--- src/rtl/pipe_ctrl_pkg.sv ---
// pipe_ctrl_pkg
//   Shared definitions for the RV64IM pipeline control unit and the
//   execute-stage mul/div unit: mul/div occupancy state encoding, default
//   occupancy latencies, and the load-use hazard match helper.
package pipe_ctrl_pkg;

  // Mul/div occupancy of the execute stage.
  typedef enum logic [1:0] {
    RUN     = 2'd0,
    MD_BUSY = 2'd1,
    MD_HOLD = 2'd2
  } md_state_e;

  // Cycles a mul or div op occupies E when data memory is ready.
  localparam int MUL_LAT_DEF = 3;
  localparam int DIV_LAT_DEF = 34;

  // True when a load in some later stage writes a register the decode
  // instruction reads. x0 never creates a dependency.
  function automatic logic lu_match(
    input logic [4:0] rd,
    input logic       reg_wen,
    input logic       is_load,
    input logic [4:0] rs1,
    input logic [4:0] rs2,
    input logic       use_rs1,
    input logic       use_rs2
  );
    lu_match = is_load && reg_wen && (rd != 5'd0) &&
               ((use_rs1 && (rd == rs1)) || (use_rs2 && (rd == rs2)));
  endfunction

endpackage

--- src/rtl/pipe_ctrl_perf_cnt.sv ---
// pipe_ctrl_perf_cnt
//   Saturating event counter used for the pipeline stall-cycle statistic.
// Ports:
//   clk     rising-edge clock
//   rst     asynchronous active-low reset, clears the count
//   inc_i   count this cycle
//   cnt_o   current count, sticks at all-ones
module pipe_ctrl_perf_cnt #(
  parameter int PERF_W = 32
) (
  input  logic              clk,
  input  logic              rst,
  input  logic              inc_i,
  output logic [PERF_W-1:0] cnt_o
);

  logic [PERF_W-1:0] cnt_d;
  logic [PERF_W-1:0] cnt_q;

  always_comb begin
    cnt_d = cnt_q;
    if (inc_i && (cnt_q != {PERF_W{1'b1}})) begin
      cnt_d = cnt_q + 1'b1;
    end
  end

  always_ff @(posedge clk or negedge rst) begin
    if (!rst) begin
      cnt_q <= '0;
    end else begin
      cnt_q <= cnt_d;
    end
  end

  assign cnt_o = cnt_q;

endmodule

--- src/rtl/pipe_hazard_ctrl.sv ---
// pipe_hazard_ctrl
//   Pipeline control for the 5-stage RV64IM core (F/D/E/M/W). Generates
//   per-stage stall/flush/bubble strobes for load-use hazards, E-stage
//   redirects, multi-cycle mul/div occupancy of E and data-memory wait,
//   and keeps a saturating count of fetch-stall cycles.
// Ports:
//   clk, rst                       clock, async active-low reset
//   decode_i_*                     source registers read by the D instruction
//   regE_i_*, regM_i_*             destination/load info of E and M instructions
//   execute_i_muldiv_valid/is_div  mul/div op present in E, and its kind
//   execute_i_redirect             taken branch/jump resolved in E
//   memory_i_stall                 data memory not ready
//   fetch_o_stall .. regW_o_bubble per-stage hold / NOP-insert strobes
//   muldiv_o_done                  one-cycle pulse, mul/div result valid
//   ctrl_o_stall_cycles            saturating count of fetch-stall cycles
module pipe_hazard_ctrl
  import pipe_ctrl_pkg::*;
#(
  parameter int MUL_LAT = MUL_LAT_DEF,
  parameter int DIV_LAT = DIV_LAT_DEF,
  parameter int CNT_W   = 6,
  parameter int PERF_W  = 32
) (
  input  logic              clk,
  input  logic              rst,
  input  logic [4:0]        decode_i_rs1,
  input  logic [4:0]        decode_i_rs2,
  input  logic              decode_i_use_rs1,
  input  logic              decode_i_use_rs2,
  input  logic [4:0]        regE_i_rd,
  input  logic              regE_i_reg_wen,
  input  logic              regE_i_is_load,
  input  logic [4:0]        regM_i_rd,
  input  logic              regM_i_reg_wen,
  input  logic              regM_i_is_load,
  input  logic              execute_i_muldiv_valid,
  input  logic              execute_i_is_div,
  input  logic              execute_i_redirect,
  input  logic              memory_i_stall,
  output logic              fetch_o_stall,
  output logic              regD_o_stall,
  output logic              regD_o_flush,
  output logic              regE_o_stall,
  output logic              regE_o_flush,
  output logic              regM_o_stall,
  output logic              regM_o_bubble,
  output logic              regW_o_bubble,
  output logic              muldiv_o_done,
  output logic [PERF_W-1:0] ctrl_o_stall_cycles
);

  // The first occupancy cycle is spent in RUN and the done cycle with
  // cnt==0, so the counter is loaded with LAT-2.
  localparam logic [CNT_W-1:0] MUL_INIT = CNT_W'(MUL_LAT - 2);
  localparam logic [CNT_W-1:0] DIV_INIT = CNT_W'(DIV_LAT - 2);

  md_state_e        state_d, state_q;
  logic [CNT_W-1:0] cnt_d, cnt_q;
  logic             md_stall;
  logic             md_done;
  logic             lu_hazard;

  logic fetch_stall, d_stall, d_flush, e_stall, e_flush;
  logic m_stall, m_bubble, w_bubble, done;

  // ---------------------------------------------------------------------
  // Mul/div occupancy FSM
  // ---------------------------------------------------------------------
  always_comb begin
    state_d  = state_q;
    cnt_d    = cnt_q;
    md_stall = 1'b0;
    md_done  = 1'b0;
    unique case (state_q)
      RUN: begin
        if (execute_i_muldiv_valid) begin
          md_stall = 1'b1;
          state_d  = MD_BUSY;
          cnt_d    = execute_i_is_div ? DIV_INIT : MUL_INIT;
        end
      end
      MD_BUSY: begin
        if (cnt_q != '0) begin
          // Keeps counting through memory stalls so the op finishes on time.
          md_stall = 1'b1;
          cnt_d    = cnt_q - 1'b1;
        end else if (!memory_i_stall) begin
          md_done = 1'b1;
          state_d = RUN;
        end else begin
          state_d = MD_HOLD;
        end
      end
      MD_HOLD: begin
        if (!memory_i_stall) begin
          md_done = 1'b1;
          state_d = RUN;
        end
      end
      default: begin
        state_d = RUN;
        cnt_d   = '0;
      end
    endcase
  end

  always_ff @(posedge clk or negedge rst) begin
    if (!rst) begin
      state_q <= RUN;
      cnt_q   <= '0;
    end else begin
      state_q <= state_d;
      cnt_q   <= cnt_d;
    end
  end

  // ---------------------------------------------------------------------
  // Hazard resolution and strobe generation
  // ---------------------------------------------------------------------
  always_comb begin
    lu_hazard = lu_match(regE_i_rd, regE_i_reg_wen, regE_i_is_load,
                         decode_i_rs1, decode_i_rs2,
                         decode_i_use_rs1, decode_i_use_rs2) ||
                lu_match(regM_i_rd, regM_i_reg_wen, regM_i_is_load,
                         decode_i_rs1, decode_i_rs2,
                         decode_i_use_rs1, decode_i_use_rs2);
  end

  always_comb begin
    fetch_stall = 1'b0;
    d_stall     = 1'b0;
    d_flush     = 1'b0;
    e_stall     = 1'b0;
    e_flush     = 1'b0;
    m_stall     = 1'b0;
    m_bubble    = 1'b0;
    w_bubble    = 1'b0;
    done        = 1'b0;
    if (memory_i_stall) begin
      // Whole-pipe freeze; M result cannot retire, so W gets a NOP.
      fetch_stall = 1'b1;
      d_stall     = 1'b1;
      e_stall     = 1'b1;
      m_stall     = 1'b1;
      w_bubble    = 1'b1;
    end else begin
      done = md_done;
      if (md_stall) begin
        fetch_stall = 1'b1;
        d_stall     = 1'b1;
        e_stall     = 1'b1;
        m_bubble    = 1'b1;
      end else if ((state_q == RUN) && !execute_i_muldiv_valid) begin
        if (execute_i_redirect) begin
          // Fetch runs free so the redirect target is taken this edge.
          d_flush = 1'b1;
          e_flush = 1'b1;
        end else if (lu_hazard) begin
          fetch_stall = 1'b1;
          d_stall     = 1'b1;
          e_flush     = 1'b1;
        end
      end
    end
  end

  // Strobes read zero throughout reset, independent of the inputs.
  assign fetch_o_stall = rst & fetch_stall;
  assign regD_o_stall  = rst & d_stall;
  assign regD_o_flush  = rst & d_flush;
  assign regE_o_stall  = rst & e_stall;
  assign regE_o_flush  = rst & e_flush;
  assign regM_o_stall  = rst & m_stall;
  assign regM_o_bubble = rst & m_bubble;
  assign regW_o_bubble = rst & w_bubble;
  assign muldiv_o_done = rst & done;

  pipe_ctrl_perf_cnt #(
    .PERF_W(PERF_W)
  ) u_perf_cnt (
    .clk  (clk),
    .rst  (rst),
    .inc_i(fetch_o_stall),
    .cnt_o(ctrl_o_stall_cycles)
  );

endmodule
--- config.mk ---
export PLATFORM = sky130hd
export DESIGN_NAME = pipe_hazard_ctrl
export DESIGN_NICKNAME = d
export VERILOG_FILES = /design/src/rtl/pipe_ctrl_pkg.sv /design/src/rtl/pipe_ctrl_perf_cnt.sv /design/src/rtl/pipe_hazard_ctrl.sv
export SDC_FILE = /design/constraint.sdc
export NUM_CORES = 1
export LEC_CHECK = 0
export ABC_CLOCK_PERIOD_IN_PS = 2060
export BUFFER_PORTS_ARGS = -buffer_cell sky130_fd_sc_hd__buf_4
export CORE_ASPECT_RATIO = 0.6
export CORE_UTILIZATION = 40
export CTS_CLUSTER_DIAMETER = 30
export DETAILED_ROUTE_END_ITERATION = 16
export PLACE_DENSITY = 0.66
export SYNTH_ARGS = -nofsm -noshare
export SYNTH_HDL_FRONTEND = slang
export SYNTH_SLANG_ARGS = --single-unit
export TNS_END_PERCENT = 5
--- constraint.sdc ---
create_clock -name clk -period 2.06 [get_ports clk]
set_input_delay 0.103 -clock clk [delete_from_list [all_inputs] [get_ports clk]]
set_output_delay 0.103 -clock clk [all_outputs]
set_load 0.005 [all_outputs]
==> reports/metrics.sh <==
STARTPOINT_TYPE_OF_THE_WORST_SETUP_PATH='flop'
ROUTED-WL-MET2_UM=2850
FINALHOLDWORSTSLACK_PS=131
POST_SYNTH.CELL_AREA_AVG_UM2=9.92
FINALNETCOUNT=412
INITIAL_CORE_UTIL_PCT=41.7
GLOBAL_ROUTE.USAGE.TOTAL_PCT=20.6
PLACEABLECOREAREA_UM2=6170
NETSWITCHINGFRACTION_PCT=32.8
TIMING.SETUP.CRITICAL_PATH_CLASS='reg2out'
YS_TOP_CELLS_BY_AREA='sky130_fd_sc_hd__dfrtp_1 (39%), sky130_fd_sc_hd__xor2_1 (9.5%), sky130_fd_sc_hd__xnor2_1 (7.5%)'
NETLIST_INSTANCES=259
ASYNC_RESET_FF_SHARE_PCT=100
CLOCKPOWERSHARE_PCT=24.0
SYNTH_LARGEST_TYPE_AREA_FRACTION_PCT=39.0
GRT_REMAINING_OVERFLOW=0
COMBINATIONAL_CELL_FRACTION_OF_TOTAL_POWER_PCT=46.7
TIGHTEST_SLEW_PS=516
CRITICAL_PATH_PEAK_FANOUT=3
HPWL_UM=5090
CTS_ROOT_BUFFER='sky130_fd_sc_hd__clkbuf_8'
TOTAL_PLACED_CELLS_INCLUDING_TAP_CELLS=444
FINAL_ANTENNA_NET_COUNT=0
SYNTH.AREA.MUX_SHARE_PCT=1.41
MAX_SLEW_MARGIN_PCT=65.6
AREAGROWTHSYNTHTOFINISH_PCT=46.3
SYNTHDOMINANTAREACELLTYPE='sky130_fd_sc_hd__dfrtp_1'
REMAINING_DRC_ERRORS=0
POWER_mW=3.74
VIOLATIONS='setup timing'
GRT_SETUP_UNREPAIRED='yes'
CTS.SINK_COUNT=40
DIE_SPAN_IN_Y_UM=64.1
CRITPATHARRIVALTIME_PS=2210
CTS_INSERTED_BUFFERS=5
YOSYSUNIQUECELLTYPES=50
SEQPWRFRAC_PCT=29.3
SYNTH.FF_LATCH_COUNT=40
CLOCK.FMAX_MHz=433
SYNTH_SEQUENTIAL_AREA_RATIO_PCT=39.0
DR_TOTAL_VIAS=2369
FIN_CELLS=460
AVGROUTEDWIREPERCELL_UM=14.8
DETAIL_ROUTE.ITER0.VIOLATIONS=69
END_KIND='primary output'
FIN_CRIT_PS=2310
CLOCK_INSERTION_DELAY_WORST_SKEW_PS=290
FINALHOLDVIOLATIONS=0
LARGEST_FAMILY_OF_LOGIC_CELLS_BY_SYNTHESIZED_AREA='simple AND/OR/NAND/NOR gates'
FINALCLOCKSKEW_PS=5.83
DIE-AREA_UM2=6760
DR_WL_MET3_UM=315
GRT_FIRST_PASS_WIRELENGTH_UM=11000
CTS_TREE='built'
ANTENNA_CELLS=0
SETUP_TNS_PS=-7690
SYNTH_ADDER_AREA_SHARE_PCT=2.44
FP-ROW-COUNT=22
DETAIL_ROUTE.VIAS_PER_CELL=5.15
GPL.FINAL_WEIGHTED_CONGESTION=0.916
FINAL_SLEW_VIOLATIONS=0
SYNTH_TOP_FLOP_CELL='sky130_fd_sc_hd__dfrtp_1'
DESIGN.PORTCOUNT=73
SYNTH-EDFF-COUNT=0
SYN_NETS=296
POST-ROUTE-WORST-SETUP-SLACK_PS=-249
DRT_WL_TOTAL_UM=6810
MOST_COMMON_CELL_AFTER_LAYOUT_FILL_AND_TAPS_ASIDE='sky130_fd_sc_hd__buf_4'
CTSHTREEMAXLEVEL=2
P_PER_AREA_nW_PER_UM2=996
DIE_W_UM=105
CRITPATHREQUIREDTIME_PS=1960
P_SWITCHING_mW=1.23
VIA_COUNT_OF_THE_FIRST_GLOBAL_ROUTING_PASS=2209
WL_MET1_UM=3590
LEAKAGEPOWER_nW=1.74
ROUTE.TOP_LAYER_USED='met4'
SYNTHESIS.YOSYS.WARNINGS=0
WORST_MIN_PATH_CLASS='in2reg'
DRT_PRE_ANTENNA_ITERS=4
MAX-CAP-VIOLATIONS=0
NUMBER_OF_ANTENNA_VIOLATIONS_AT_THE_FIRST_CHECK_IN_GLOBAL_ROUTING=0
VDD_IR_DROP_MAX_mV=0.511
PERIOD_SHARE_PCT=112
POST_SYNTH_XOR_AREA_FRACTION_PCT=17.0
GRT_MAX_DEGREE=41
POST_SYNTHESIS_SHARE_OF_CELL_AREA_SPENT_ON_AND_OR_NAND_AND_NOR_GATES_PCT=27.9
SYNTH.CELL_AREA_UM2=2570
INTERNAL_POWER_mW=2.52
CLKSLEWWORSTSETUPHOLDPATHS_PS=80
LAYOUT.CELLS.MOST_COMMON_LIST='sky130_fd_sc_hd__buf_4 (107), sky130_fd_sc_hd__dfrtp_1 (40), sky130_fd_sc_hd__xor2_1 (28), sky130_fd_sc_hd__nand2_1 (25), sky130_fd_sc_hd__xnor2_1 (22)'
CTS.PATH.MAX_BUFFERS=2
FINALSETUPVIOLATIONS=43
BUFFER_PORTS.INSERTED=72
LAYOUT-DRIVE-GT1-SHARE_PCT=42.3
SYNTH-COMPOUND-AREA-SHARE_PCT=7.21
RUN_STATUS='complete, but fails checks'
[flip-flops by register name, summed over array words and instances, names as in the netlist]
name,cells
cnt_q,6
state_q,2
u_perf_cnt.cnt_o,32
[through the flow]
stage          utilization (%)  cell area (um2)  setup WS [ps]
3_5_place_dp              55.9             3450           -200
4_1_cts                   59.9             3690           -205
2_1_floorplan                -             2580          -36.1
3_3_place_gp              55.9             3450           -135
5_1_grt                   60.9             3760           -359
6_report                  60.9             3760           -249
[final timing paths]
kind                       depth (start not counted)                          endpoint  slack, ps                             start
hold reg to reg                                    1  u_perf_cnt.cnt_o[17]$_DFFE_PN0P_        530  u_perf_cnt.cnt_o[17]$_DFFE_PN0P_
min in group asynchronous                          3              cnt_q[3]$_DFFE_PN0P_        480                               rst
setup / recovery                                  10                     fetch_o_stall       -250              cnt_q[0]$_DFFE_PN0P_
hold / removal                                     3              cnt_q[5]$_DFFE_PN0P_        130                  execute_i_is_div
setup reg to reg                                  11  u_perf_cnt.cnt_o[11]$_DFFE_PN0P_       -240              cnt_q[0]$_DFFE_PN0P_
max in group asynchronous                          3   u_perf_cnt.cnt_o[3]$_DFFE_PN0P_       1220                               rst
[cell usage after synthesis, types with 2 or more instances]
cell,instances
sky130_fd_sc_hd__nand2_1,25
sky130_fd_sc_hd__nor4_1,8
sky130_fd_sc_hd__or3_1,4
sky130_fd_sc_hd__nor4b_1,4
sky130_fd_sc_hd__o311a_1,2
sky130_fd_sc_hd__xor2_1,28
sky130_fd_sc_hd__buf_4,3
sky130_fd_sc_hd__nor4_4,2
sky130_fd_sc_hd__ha_1,5
sky130_fd_sc_hd__xnor2_1,22
sky130_fd_sc_hd__nor3_1,14
sky130_fd_sc_hd__nor2b_1,2
sky130_fd_sc_hd__inv_1,12
sky130_fd_sc_hd__o21ai_0,5
sky130_fd_sc_hd__nor2_1,6
sky130_fd_sc_hd__and2_1,3
sky130_fd_sc_hd__nand3_1,9
sky130_fd_sc_hd__and3_2,2
sky130_fd_sc_hd__nand4_1,11
sky130_fd_sc_hd__nor3b_2,2
sky130_fd_sc_hd__o22ai_1,2
sky130_fd_sc_hd__buf_6,5
sky130_fd_sc_hd__a21oi_1,9
sky130_fd_sc_hd__and3_1,5
sky130_fd_sc_hd__dfrtp_1,40
sky130_fd_sc_hd__nor3_2,5
[repair_timing]
item / CTS / global route
hold buffers: 1 / 0
endpoints found under the hold margin: 40 / 0
buffers inserted: 6 / 1
gates resized for setup: 15 / 6
setup endpoints to repair: 45 / 46
pin swaps: 4 / 5
cloned: 0 / 1
[power groups by stage]
stage | registers (mW) | logic (mW) | clock network, mW
after floorplan | 1.10 | 0.803 | 0
after global placement | 1.10 | 1.52 | 0
after detailed placement | 1.11 | 1.55 | 0
after CTS | 1.09 | 1.67 | 0.914
after global routing | 1.12 | 1.92 | 0.944
final | 1.10 | 1.75 | 0.900
[cell type report]
class / count / area, um2
clock inverter: 3 / 90.1
fill: 539 / 2410
timing repair buffer: 118 / 957
clock buffer: 5 / 68.8
sequential: 40 / 1000
inverter: 12 / 50.0
multi-input combinational: 198 / 1490
tap: 84 / 105
[routing by layer]
layer  global-route usage, %  up-vias
li1                        -     1155
met1                    32.0     1148
met2                    29.2       60
met3                    3.98        6
met4                    4.23        0
met5                       0        -
[worst max-delay path: stages, from the launching register on]
cell	delay (ps)
sky130_fd_sc_hd__dfrtp_1	400
sky130_fd_sc_hd__inv_2	90
sky130_fd_sc_hd__ha_4	130
sky130_fd_sc_hd__or3b_4	400
sky130_fd_sc_hd__nor3_4	210
sky130_fd_sc_hd__o21ai_2	80
sky130_fd_sc_hd__o21ai_2	180
sky130_fd_sc_hd__o21a_4	180
sky130_fd_sc_hd__buf_12	110
sky130_fd_sc_hd__inv_6	30
sky130_fd_sc_hd__buf_6	100
[kinds of logic after synthesis]
| logic type | after synthesis |
|---|---|
| AOI/OAI and AO/OA | 28 |
| DFF | 40 |
| muxes | 3 |
| adders and majority gates | 5 |
| and+or+nand+nor | 112 |
| xor gates and xnor gates | 50 |
| buffers and inverters | 21 |
Power figures use the tool's default switching activity.
